[src/rtl/intr_ack_sequencer_pkg.sv]
`default_nettype none
// ============================================================================
// Module      : intr_ack_sequencer_pkg
// Description : Shared state encodings, default timing constants and output
//               decode helpers for the 8259 interrupt-acknowledge sequencer.
// Revision    : 1.0 - initial release
// ============================================================================
package intr_ack_sequencer_pkg;

    // Sequencer states; encodings are fixed so they match external tooling.
    typedef enum logic [2:0] {
        ST_IDLE = 3'd0,
        ST_ACK1 = 3'd1,
        ST_GAP  = 3'd2,
        ST_ACK2 = 3'd3,
        ST_DONE = 3'd4
    } state_t;

    // Default timing: clocks per INTA# pulse, clocks between pulses, counter width.
    localparam int DEF_PULSE_LEN = 2;
    localparam int DEF_GAP_LEN   = 2;
    localparam int DEF_CNT_W     = 3;

    // INTA# is driven low only while one of the two acknowledge pulses is active.
    function automatic logic is_pulse(input state_t s);
        return (s == ST_ACK1) || (s == ST_ACK2);
    endfunction

    // LOCK# covers the whole two-pulse window, including the gap.
    function automatic logic is_locked(input state_t s);
        return (s == ST_ACK1) || (s == ST_GAP) || (s == ST_ACK2);
    endfunction

endpackage : intr_ack_sequencer_pkg
`default_nettype wire

[src/rtl/intr_ack_sequencer_sync_2ff.sv]
`default_nettype none
// ============================================================================
// Module      : intr_ack_sequencer_sync_2ff
// Description : 1-bit two-flop synchronizer with synchronous active-high
//               reset, used to bring the PIC INT pin into the clk domain.
// Revision    : 1.0 - initial release
// ============================================================================
module intr_ack_sequencer_sync_2ff (
    input  logic clk,
    input  logic reset,
    input  logic d_i,
    output logic q_o
);

    logic meta_q;
    logic sync_q;

    // Two back-to-back flops give the first stage a full cycle to resolve.
    always_ff @(posedge clk) begin
        if (reset) begin
            meta_q <= 1'b0;
            sync_q <= 1'b0;
        end else begin
            meta_q <= d_i;
            sync_q <= meta_q;
        end
    end

    assign q_o = sync_q;

endmodule : intr_ack_sequencer_sync_2ff
`default_nettype wire

[src/rtl/intr_ack_sequencer.sv]
`default_nettype none
// ============================================================================
// Module      : intr_ack_sequencer
// Description : CPU-side initiator of the 8259 interrupt-acknowledge cycle.
//               Accepts a synchronized INT at an instruction boundary with
//               interrupts enabled, issues two INTA# pulses under LOCK#,
//               captures the vector byte on the second pulse and offers it
//               to the core through a valid/ack handshake.
// Revision    : 1.0 - initial release
// ============================================================================
module intr_ack_sequencer
    import intr_ack_sequencer_pkg::*;
#(
    parameter int PULSE_LEN = DEF_PULSE_LEN,
    parameter int GAP_LEN   = DEF_GAP_LEN,
    parameter int CNT_W     = DEF_CNT_W
) (
    input  logic       clk,
    input  logic       reset,
    input  logic       intr_i,
    input  logic       if_en_i,
    input  logic       boundary_i,
    input  logic [7:0] d_in_i,
    output logic       inta_n_o,
    output logic       lock_n_o,
    output logic       busy_o,
    output logic [7:0] vector_o,
    output logic       vector_valid_o,
    input  logic       vector_ack_i
);

    // Counter reload values: a state lasting N clocks starts its count at N-1.
    localparam logic [CNT_W-1:0] C_PULSE_LOAD = CNT_W'(PULSE_LEN - 1);
    localparam logic [CNT_W-1:0] C_GAP_LOAD   = CNT_W'(GAP_LEN - 1);

    logic             intr_s;
    logic             w_accept;
    logic             w_cnt_zero;

    state_t           state_q;
    state_t           state_d;
    logic [CNT_W-1:0] cnt_q;
    logic [CNT_W-1:0] cnt_d;
    logic [7:0]       vector_q;
    logic [7:0]       vector_d;
    logic             inta_n_q;
    logic             lock_n_q;
    logic             busy_q;
    logic             valid_q;

    // INT is asynchronous to clk; only the synchronized copy reaches the FSM.
    intr_ack_sequencer_sync_2ff u_intr_sync (
        .clk   (clk),
        .reset (reset),
        .d_i   (intr_i),
        .q_o   (intr_s)
    );

    assign w_accept   = intr_s & if_en_i & boundary_i;
    assign w_cnt_zero = (cnt_q == '0);

    // Next-state, counter reload and vector capture decisions.
    always_comb begin
        state_d  = state_q;
        cnt_d    = w_cnt_zero ? cnt_q : (cnt_q - CNT_W'(1));
        vector_d = vector_q;
        case (state_q)
            ST_IDLE: begin
                if (w_accept) begin
                    state_d = ST_ACK1;
                    cnt_d   = C_PULSE_LOAD;
                end
            end
            ST_ACK1: begin
                if (w_cnt_zero) begin
                    state_d = ST_GAP;
                    cnt_d   = C_GAP_LOAD;
                end
            end
            ST_GAP: begin
                if (w_cnt_zero) begin
                    state_d = ST_ACK2;
                    cnt_d   = C_PULSE_LOAD;
                end
            end
            ST_ACK2: begin
                // The PIC has had the whole pulse to settle the bus; sample on its last clock.
                if (w_cnt_zero) begin
                    state_d  = ST_DONE;
                    cnt_d    = '0;
                    vector_d = d_in_i;
                end
            end
            ST_DONE: begin
                if (vector_ack_i) begin
                    state_d = ST_IDLE;
                end
            end
            default: begin
                state_d = ST_IDLE;
                cnt_d   = '0;
            end
        endcase
    end

    // FSM state register.
    always_ff @(posedge clk) begin
        if (reset) begin
            state_q <= ST_IDLE;
        end else begin
            state_q <= state_d;
        end
    end

    // Pulse/gap duration counter.
    always_ff @(posedge clk) begin
        if (reset) begin
            cnt_q <= '0;
        end else begin
            cnt_q <= cnt_d;
        end
    end

    // Vector capture register; holds until the next second-pulse capture.
    always_ff @(posedge clk) begin
        if (reset) begin
            vector_q <= 8'h00;
        end else begin
            vector_q <= vector_d;
        end
    end

    // Outputs decoded from the next state so they switch on the edge entering that state.
    always_ff @(posedge clk) begin
        if (reset) begin
            inta_n_q <= 1'b1;
            lock_n_q <= 1'b1;
            busy_q   <= 1'b0;
            valid_q  <= 1'b0;
        end else begin
            inta_n_q <= ~is_pulse(state_d);
            lock_n_q <= ~is_locked(state_d);
            busy_q   <= (state_d != ST_IDLE);
            valid_q  <= (state_d == ST_DONE);
        end
    end

    assign inta_n_o       = inta_n_q;
    assign lock_n_o       = lock_n_q;
    assign busy_o         = busy_q;
    assign vector_o       = vector_q;
    assign vector_valid_o = valid_q;

endmodule : intr_ack_sequencer
`default_nettype wire

[config.mk]
export PLATFORM = sky130hd
export DESIGN_NAME = intr_ack_sequencer
export DESIGN_NICKNAME = d
export VERILOG_FILES = /design/src/rtl/intr_ack_sequencer_pkg.sv /design/src/rtl/intr_ack_sequencer_sync_2ff.sv /design/src/rtl/intr_ack_sequencer.sv
export SDC_FILE = /design/constraint.sdc
export NUM_CORES = 1
export LEC_CHECK = 0
export BUFFER_PORTS_ARGS = -buffer_cell sky130_fd_sc_hd__buf_2
export CAP_MARGIN = 0
export CORE_UTILIZATION = 40
export CTS_CLUSTER_SIZE = 10
export DETAILED_ROUTE_END_ITERATION = 12
export GPL_ROUTABILITY_DRIVEN = 0
export PLACE_DENSITY = 0.75
export SLEW_MARGIN = 15
export SYNTH_ARGS = -nofsm -noshare
export SYNTH_HDL_FRONTEND = slang
export SYNTH_HIERARCHICAL = 1
export SYNTH_SLANG_ARGS = --single-unit
[constraint.sdc]
create_clock -name clk -period 3.57 [get_ports clk]
set_input_delay 1.071 -clock clk [delete_from_list [all_inputs] [get_ports clk]]
set_output_delay 1.071 -clock clk [all_outputs]
set_load 0.02 [all_outputs]
==> results of run 1 <==
==> worst reg2reg max path, cell delays in order, from the launching register on <==
cell and delay, ns:
sky130_fd_sc_hd__dfxtp_1 0.33, sky130_fd_sc_hd__inv_1 0.10, sky130_fd_sc_hd__ha_1 0.22, sky130_fd_sc_hd__nand3b_2 0.12, sky130_fd_sc_hd__nor3b_2 0.71, sky130_fd_sc_hd__mux2i_1 0.28, sky130_fd_sc_hd__nor2_1 0.06
==> path summary, 6_finish.rpt <==
kind | from | to | slack [ns] | cells after the start
worst max register to register | cnt_q[0] | vector_o[5] | 1.66 | 6
worst min register to register | u_intr_sync/meta_q | u_intr_sync/q_o | 0.48 | 1
worst max-delay path | cnt_q[0] | vector_o[5] | 1.66 | 6
worst min-delay path | u_intr_sync/meta_q | u_intr_sync/q_o | 0.48 | 1
==> registers in the layout (all words and copies together), names as in the netlist <==
| name | cells |
|---|---|
| vector_o | 8 |
| cnt_q | 3 |
| state_q | 3 |
| busy_o | 1 |
| inta_n_o | 1 |
| lock_n_o | 1 |
| u_intr_sync/meta_q | 1 |
| u_intr_sync/q_o | 1 |
| vector_valid_o | 1 |
==> cell usage after synthesis, drive strengths merged <==
library cell / n / area [µm²]
o21bai: 1 / 7.51
or2: 1 / 6.26
nor2: 16 / 60.1
a21oi: 1 / 5.00
nand4: 1 / 6.26
o21a: 2 / 15.0
nor2b: 3 / 18.8
mux2i: 10 / 100
or3: 1 / 11.3
and2b: 2 / 15.0
nand3b: 1 / 11.3
and2: 1 / 6.26
dfxtp: 20 / 400
ha: 4 / 50.1
inv: 6 / 22.5
xor2: 1 / 8.76
o21ai: 2 / 10.0
a41oi: 1 / 8.76
clkbuf: 2 / 7.51
buf: 1 / 7.51
nor3b: 2 / 20.0
nor3: 2 / 10.0
a31oi: 3 / 25.0
==> metal layers <==
metal	wire length [µm]	part of all wire (%)	vias up	global-route usage (%)
met1	668	45	313	17.4
met4	47	3.2	0	11.7
met3	25	1.7	4	2.26
met2	728	50	8	24.1
li1	-	-	330	-
met5	0	0	-	0
==> cells by family after synthesis <==
| logic type | count (synthesis) | synth area share, % |
|---|---|---|
| and+or+nand+nor | 30 | 19.8 |
| muxes | 10 | 12.0 |
| DFF | 20 | 48.0 |
| AOI/OAI and AO/OA | 10 | 8.56 |
| adders and majority gates | 4 | 6.01 |
| buffers and inverters | 9 | 4.50 |
| xor gates and xnor gates | 1 | 1.05 |
==> power breakdown <==
part           internal [mW]  leakage [nW]  switching (mW)
clock                  0.114        0.0279          0.0680
combinational         0.0675         0.269          0.0784
sequential             0.241         0.162          0.0109
total                  0.422         0.459           0.157
==> layout make-up <==
cell class	instances	share of cell area, %
clock buffers	3	2.19
clock inverters	1	2.92
inverters	6	2.19
multi-input cells	55	38.4
flip-flops and latches	20	38.9
well taps	27	3.28
repair buffers	25	12.2
==> through the flow <==
stage	hold slack (ns)	cells	utilization [%]	area [µm²]	power, mW
2_1_floorplan	0.414	84	-	833	0.370
3_3_place_gp	0.421	133	49.8	977	0.398
3_5_place_dp	0.470	133	49.8	977	0.403
4_1_cts	0.486	137	52.5	1030	0.586
5_1_grt	0.502	137	52.5	1030	0.618
6_report	0.482	137	52.5	1030	0.580
==> run_results.csv, run 1 <==
group,metric,value,unit
die,die_w,47.6,µm
critical_path,required,3.76,ns
synthesis,syn_nets,102,
clocking,cts_hold_repair.buffers,0,
global_routing,grt_overflow_total,0,
clocking,tritoncts.num_buffers,3,
clocking,clock_tree_from_tritoncts,"done",
clocking,clk_pin_slew_worst_paths,0.11,ns
power,power_density,563,nW/µm²
critical_path,arrival,2.10,ns
finish,final_net_count,129,
die,floorplan.die.height,47.6,µm
finish,regArea,400,µm²
clocking,clock_sink_count,20,
synthesis,synth_cells,84,
critical_path,path_cells,"inv_1 -> ha_1 -> nand3b_2 -> nor3b_2 -> mux2i_1 -> nor2_1",
sta,drv_slew,0,
power,peakVddDrop,0.441,mV
synthesis,synth_area_per_cell,9.92,µm²
die,io_pins,26,
synthesis,postSynthRegisterBits,20,
hold_path,holdCritPathClass,"register to register",
sta,finalHoldViolCount,0,
synthesis,yosys_warnings,6,
critical_path,critPathBufInv,1,
global_routing,first_global_vias,566,
placement,port_buffers,25,
critical_path,crit_family,"simple AND/OR/NAND/NOR gates",
finish,antenna_cells_inserted,0,
sta,timing.setup.tns,0,ns
routing,route.detailed.wl_per_inst,10.7,µm
sta,relative_slew_slack,45.3,%
sta,postLayoutSetupSlackWorst,1.66,ns
synthesis,synthDistinctLibCells,25,
global_routing,grt_antenna_before_repair,0,
sta,max_clock_freq,0.524,GHz
die,initial_utilization,42.5,%
clocking,h-tree-depth,1,
power,leakagePower,0.459,nW
finish,num-fill-cells,192,
clocking,count_of_instances_resized_after_the_clock_tree_is_built,0,
finish,final_cell_mix,"sky130_fd_sc_hd__buf_2, sky130_fd_sc_hd__dfxtp_1, sky130_fd_sc_hd__nor2_1",
global_routing,grt_first_pass_wirelength,2240,µm
routing,drtAntennaViolNets,0,
job,max_cap_violations,0,
routing,post_drt_via_cell_ratio,4.78,
synthesis,netlist_area,833,µm²
sta,finalClockSkew,0.00183,ns
routing,detail_route.drc_violations,0,
placement,dp.final_hpwl,1100,µm
clocking,skew_pair_late_insertion_delay,0.30,ns
die,core_area,1960,µm²
routing,vias,655,
die,fp.dieArea,2270,µm²
critical_path,worst_setup_path_end_kind,"register",
die,number_of_cell_rows,16,
routing,drt_pre_antenna_iters,3,
critical_path,worst_path_max_delay_cell,"sky130_fd_sc_hd__nor3b_2",
finish,multi_input_area,395,µm²
finish,leading_cell_type_in_the_layout_fill_and_taps_excluded,"sky130_fd_sc_hd__buf_2",
critical_path,critical-path-max-stage-delay,0.71,ns
sta,finalCriticalPeriod,1.91,ns
clocking,cts-root-buf,"sky130_fd_sc_hd__clkbuf_4",
critical_path,worst_setup_path_start_kind,"register",
outcome,status,"finished clean",
routing,initialDrtViolationCount,5,
sta,fin_crit_sh,53.5,%
finish,synthToLayoutAreaGrowth,23.6,%
sta,tightestPinTransition,0.816,ns
finish,drive_above_1_share,30.0,%
global_routing,grt_util_all_layers,14.8,%
placement,detailedPlace.worstSlack,1.62,ns
sta,timing.final.setup_violations,0,
sta,rsz0062_at_grt,"no",
critical_path,crit_path_max_fanout,9,
critical_path,critPathKind,"register to register",
global_routing,grt_max_degree,20,
clocking,cts.repair_timing.setup_buffer_count,0,
clocking,max-clock-path-buffers,2,
routing,overall_routed_net_length,1470,µm
synthesis,sequential_to_total_area_share_from_yosys_stat,48.0,%
(Power assumes the default switching activity.)
==> run 2, diff against run 1 <==
==> constraint.sdc (replaced) <==
create_clock -name clk -period 1.94 [get_ports clk]
set_input_delay 0.582 -clock clk [delete_from_list [all_inputs] [get_ports clk]]
set_output_delay 0.582 -clock clk [all_outputs]
set_load 0.02 [all_outputs]
==> run 2 against run 1 <==
Against the previous run: worst setup slack lost 1.5 ns; clock-buffer cell count is the same; non-clock buffer count is 1 higher; combinational power increased by 90%; critical endpoint is now cnt_q[0]; highest routed layer unchanged.
==> run_results.csv, run 2 (synthesis results as in run 1) <==
group,metric,value,unit
sta,timing.setup.tns,0,ns
critical_path,required,2.17,ns
global_routing,grt_util_met1,18.2,%
critical_path,worst_setup_path_start_kind,"register",
finish,final_net_count,130,
clocking,max-clock-path-buffers,2,
hold_path,holdCritPathClass,"register to register",
power,clkPwrFrac,31.1,%
sta,rsz0062_at_grt,"no",
critical_path,critical-path-max-stage-delay,0.34,ns
critical_path,path_cells,"inv_1 -> ha_1 -> and2b_1 -> inv_1 -> ha_1 -> nor3_1 -> a41oi_1 -> a31oi_1",
sta,relative_slew_slack,77.3,%
global_routing,use_met3,3.77,%
global_routing,grt_overflow_total,0,
finish,final_cell_mix,"sky130_fd_sc_hd__buf_2, sky130_fd_sc_hd__dfxtp_1, sky130_fd_sc_hd__nor2_1",
sta,fin_crit_sh,89.8,%
routing,drtAntennaViolNets,0,
clocking,clock_sink_count,20,
clocking,cts_hold_repair.buffers,0,
finish,largest_register_ffs,8,
global_routing,grt_first_pass_wirelength,2450,µm
clocking,clock_tree_from_tritoncts,"done",
power,internal_power,779,µW
power,power.combinational.fraction,25.7,%
routing,vias,680,
sta,drv_slew,0,
die,fp.dieArea,2270,µm²
critical_path,crit_path_max_fanout,5,
finish,final_cells,138,
clocking,tritoncts.num_buffers,3,
routing,post_drt_via_cell_ratio,4.93,
job,max_cap_violations,0,
power,peakVddDrop,0.564,mV
routing,overall_routed_net_length,1590,µm
finish,antenna_cells_inserted,0,
critical_path,worst_setup_path_end_kind,"register",
die,floorplan.die.height,47.6,µm
routing,initialDrtViolationCount,8,
sta,timing.final.setup_violations,0,
power,seqPwrFrac,43.2,%
finish,drive_above_1_share,30.6,%
sta,finalHoldViolCount,0,
critical_path,critPathKind,"register to register",
clocking,cts-root-buf,"sky130_fd_sc_hd__clkbuf_4",
sta,max_clock_freq,0.574,GHz
die,core_area,1960,µm²
placement,dp.final_hpwl,1190,µm
die,die_w,47.6,µm
die,initial_utilization,42.5,%
clocking,cts.repair_timing.setup_buffer_count,0,
sta,worst_hold_slack,0.462,ns
die,number_of_cell_rows,16,
global_routing,grt_util_all_layers,15.3,%
routing,detail_route.drc_violations,0,
power,report.power.total,1.08,mW
clocking,count_of_instances_resized_after_the_clock_tree_is_built,0,
critical_path,arrival,1.97,ns
global_routing,first_global_vias,586,
finish,synthToLayoutAreaGrowth,24.5,%
clocking,skew_pair_late_insertion_delay,0.30,ns
clocking,h-tree-depth,1,
global_routing,grt_antenna_before_repair,0,
sta,finalClockSkew,0.00775,ns
power,switching_power,302,µW
clocking,clk_pin_slew_worst_paths,0.11,ns
power,fraction_of_power_spent_switching_nets,27.9,%
power,power_density,1040,nW/µm²
placement,port_buffers,25,
die,io_pins,26,
sta,tightestPinTransition,0.338,ns
global_routing,grt_use_met2,25.8,%
critical_path,worst_path_max_delay_cell,"sky130_fd_sc_hd__dfxtp_1",
global_routing,most_congested_layer_reported_by_global_routing,"met2",
placement,dp_cells,134,
finish,leading_cell_type_in_the_layout_fill_and_taps_excluded,"sky130_fd_sc_hd__buf_2",
power,leakagePower,0.464,nW
global_routing,grt_max_degree,20,
outcome,status,"finished clean",
routing,route.detailed.wl_per_inst,11.5,µm
sta,finalCriticalPeriod,1.74,ns
routing,drt_pre_antenna_iters,4,
-- run 2: cell count changes in the layout (fill, tap and decap cells not counted), sizes merged --
cell,change
buf,+1
-- run 2: layout make-up --
class	count	area, µm²
fillers	200	925
flip-flops and latches	20	400
multi-input cells	55	395
repair buffers	26	133
well taps	27	33.8
clock inverters	1	30.0
clock buffers	3	22.5
inverters	6	22.5
-- run 2: worst max-delay path, delay by kind of cell (launching register included) --
kind | cells | cell delay (ns)
simple gates | 2 | 0.40
fa+ha+maj | 2 | 0.49
compound gates | 2 | 0.24
flops | 1 | 0.34
buf+inv | 2 | 0.21
-- run 2: final timing paths --
kind / startpoint / to / slack (ns) / cells after the start
hold / removal: u_intr_sync/meta_q / u_intr_sync/q_o / 0.46 / 1
setup reg to reg: cnt_q[0] / cnt_q[0] / 0.20 / 8
hold reg to reg: u_intr_sync/meta_q / u_intr_sync/q_o / 0.46 / 1
setup / recovery: cnt_q[0] / cnt_q[0] / 0.20 / 8
-- run 2: per-layer routing --
layer  vias up  wire length, µm  part of all wire (%)
li1        338                -                     -
met1       330              694                    44
met2        10              849                    54
met5         -                0                     0
met3         2               29                   1.8
met4         0               12                  0.76
-- run 2: stage by stage --
stage | instance area (µm²) | worst slack [ns] | utilization [%]
finish | 1040 | 0.197 | 52.9
global route | 1040 | 0.0860 | 52.9
CTS | 1040 | 0.208 | 52.9
detailed placement | 985 | 0.242 | 50.2
global placement | 985 | 0.391 | 50.2
floorplan | 833 | 0.435 | -
-- run 2: power by group through the flow --
stage | clock network (mW) | registers [mW] | logic [mW]
floorplan | 0 | 0.475 | 0.205
global placement | 0 | 0.472 | 0.251
detailed placement | 0 | 0.476 | 0.274
CTS | 0.343 | 0.467 | 0.278
global route | 0.361 | 0.472 | 0.311
finish | 0.336 | 0.467 | 0.278
==> run 3, diff against run 2 <==
--- a/config.mk
+++ b/config.mk
@@ -11,9 +11,8 @@
 export CTS_CLUSTER_SIZE = 10
 export DETAILED_ROUTE_END_ITERATION = 12
 export GPL_ROUTABILITY_DRIVEN = 0
-export PLACE_DENSITY = 0.75
+export PLACE_DENSITY = 0.74
 export SLEW_MARGIN = 15
 export SYNTH_ARGS = -nofsm -noshare
 export SYNTH_HDL_FRONTEND = slang
-export SYNTH_HIERARCHICAL = 1
 export SYNTH_SLANG_ARGS = --single-unit
==> run 3 against run 2 <==
Against the previous run: total power grew 0.81%; worst setup slack lost 0.029 ns; fmax decreased by 1.7%; via count decreased by 3.7%; sequential cell count stayed put; sequential power hardly changed.
==> run_results.csv, run 3 <==
group,metric,value,unit
placement,port_buffers,25,
job,max_cap_violations,0,
routing,overall_routed_net_length,1590,µm
power,leakagePower,0.473,nW
routing,drtAntennaViolNets,0,
routing,post_drt_via_cell_ratio,4.75,
die,die_w,48.8,µm
synthesis,yosys_warnings,0,
finish,leading_cell_type_in_the_layout_fill_and_taps_excluded,"sky130_fd_sc_hd__buf_2",
hold_path,holdCritPathClass,"register to register",
synthesis,library_cell_with_the_highest_instance_count_after_synthesis,"sky130_fd_sc_hd__dfxtp_1",
critical_path,worst_setup_path_start_kind,"register",
global_routing,grt_antenna_before_repair,0,
sta,rsz0062_at_grt,"no",
synthesis,synth_cells,86,
global_routing,grt_overflow_total,0,
sta,drv_slew,0,
global_routing,first_global_vias,621,
power,peakVddDrop,0.619,mV
finish,final_net_count,130,
critical_path,arrival,2.01,ns
synthesis,synth_largest_type_area_fraction,45.8,%
die,io_pins,26,
clocking,cts-root-buf,"sky130_fd_sc_hd__clkbuf_4",
critical_path,critPathKind,"register to register",
sta,relative_slew_slack,71.8,%
synthesis,synth_area_per_cell,10.2,µm²
die,number_of_cell_rows,16,
sta,finalClockSkew,0.000958,ns
placement,placement.cell_area,1000,µm²
synthesis,postSynth.asyncResetShare,0,%
synthesis,sequential_to_total_area_share_from_yosys_stat,45.8,%
clocking,cts_hold_repair.buffers,0,
sta,timing.final.setup_violations,0,
placement,dp.final_hpwl,1180,µm
clocking,cts.repair_timing.setup_buffer_count,0,
synthesis,cell_taking_the_most_area_after_synthesis,"sky130_fd_sc_hd__dfxtp_1",
die,fp.dieArea,2380,µm²
sta,finalHoldViolCount,0,
power,power_density,1030,nW/µm²
critical_path,crit_path_max_fanout,5,
clocking,clk_pin_slew_worst_paths,0.11,ns
clocking,max-clock-path-buffers,2,
clocking,clock_sink_count,20,
global_routing,grt_first_pass_wirelength,2840,µm
critical_path,required,2.18,ns
synthesis,ys.flop_type,"sky130_fd_sc_hd__dfxtp_1",
synthesis,netlist_area,875,µm²
sta,fin_crit_sh,91.4,%
sta,timing.setup.tns,0,ns
die,floorplan.die.height,48.8,µm
sta,finalCriticalPeriod,1.77,ns
die,initial_utilization,43.7,%
finish,finalInstanceArea,1060,µm²
clocking,skew_pair_late_insertion_delay,0.30,ns
clocking,tritoncts.num_buffers,3,
routing,initialDrtViolationCount,8,
sta,max_clock_freq,0.564,GHz
finish,antenna_cells_inserted,0,
clocking,h-tree-depth,1,
synthesis,synth-edff-count,0,
global_routing,grt_max_degree,19,
synthesis,syn_nets,104,
routing,drt_pre_antenna_iters,4,
finish,final_cell_mix,"sky130_fd_sc_hd__buf_2, sky130_fd_sc_hd__dfxtp_1, sky130_fd_sc_hd__nor2_1",
sta,tightestPinTransition,0.423,ns
synthesis,netlist_top_cells_count,"sky130_fd_sc_hd__dfxtp_1, sky130_fd_sc_hd__nor2_1, sky130_fd_sc_hd__mux2i_1",
routing,route.detailed.wl_per_inst,11.5,µm
clocking,clock_tree_from_tritoncts,"done",
critical_path,worst_setup_path_end_kind,"register",
synthesis,postSynthRegisterBits,20,
global_routing,grt_util_all_layers,16.1,%
routing,detail_route.drc_violations,0,
finish,synthToLayoutAreaGrowth,20.7,%
die,core_area,2000,µm²
synthesis,yosys-top-cells-area,"sky130_fd_sc_hd__dfxtp_1, sky130_fd_sc_hd__mux2i_1, sky130_fd_sc_hd__ha_1",
routing,vias,655,
outcome,status,"finished clean",
finish,largest_register_ffs,8,
finish,drive_above_1_share,31.5,%
synthesis,synthDistinctLibCells,28,
sta,worst_hold_slack,0.452,ns
run 3: critical path, stage by stage, from the launching register on:
cell                      delay [ns]
sky130_fd_sc_hd__dfxtp_1        0.33
sky130_fd_sc_hd__inv_1          0.10
sky130_fd_sc_hd__ha_1           0.24
sky130_fd_sc_hd__and2b_1        0.21
sky130_fd_sc_hd__inv_2          0.08
sky130_fd_sc_hd__ha_1           0.19
sky130_fd_sc_hd__nor2_1         0.09
sky130_fd_sc_hd__a21oi_1        0.05
sky130_fd_sc_hd__a211o_1        0.30
sky130_fd_sc_hd__a21oi_1        0.13
run 3: per-layer routing:
metal | routed length, µm | track usage [%] | vias to the layer above | share of wire [%]
met5 | 0 | 0 | - | 0
met4 | 22 | 5.88 | 0 | 1.4
met3 | 55 | 5.66 | 2 | 3.5
met2 | 864 | 28.0 | 14 | 54
met1 | 649 | 18.0 | 302 | 41
li1 | - | - | 337 | -
run 3: what timing repair did:
item                                   in CTS  in global routing
endpoints found under the hold margin       0                  0
resized for setup                           0                  1
setup endpoints to repair                   0                  1
run 3: final timing paths:
path | slack (ns) | startpoint | to | cells after the start
worst min-delay path | 0.45 | u_intr_sync.meta_q | u_intr_sync.q_o | 1
worst max-delay path | 0.17 | cnt_q[0] | cnt_q[0] | 9
worst min register to register | 0.45 | u_intr_sync.meta_q | u_intr_sync.q_o | 1
worst max register to register | 0.17 | cnt_q[0] | cnt_q[0] | 9
run 3: through the flow:
step           utilization [%]  worst slack (ns)  power, mW  cells
2_1_floorplan                -             0.236      0.703     86
3_3_place_gp              50.1             0.162      0.744    134
3_5_place_dp              50.1            0.0559      0.760    134
4_1_cts                   52.8            0.0289       1.10    138
5_1_grt                   52.8            0.0171       1.17    138
6_report                  52.8             0.168       1.09    138
run 3: power breakdown:
part	switching [mW]	leakage [nW]	internal, mW
Sequential	0.0252	0.162	0.444
Clock	0.128	0.0279	0.209
Combinational	0.155	0.283	0.129
run 3: kinds of logic after synthesis:
kind of cell | share of synthesized area (%)
AOI/OAI and AO/OA | 9.73
xor gates and xnor gates | 1.00
adders and majority gates | 5.72
buffers and inverters | 5.58
DFF | 45.8
muxes | 10.3
and+or+nand+nor | 21.9
run 3: final cells by class:
| cell class | instances | area (µm²) |
|---|---|---|
| Clock buffer | 3 | 22.5 |
| Clock inverter | 1 | 30.0 |
| Fill cell | 189 | 946 |
| Inverter | 5 | 18.8 |
| Multi-Input combinational cell | 57 | 425 |
| Sequential cell | 20 | 400 |
| Tap cell | 27 | 33.8 |
| Timing Repair Buffer | 25 | 125 |
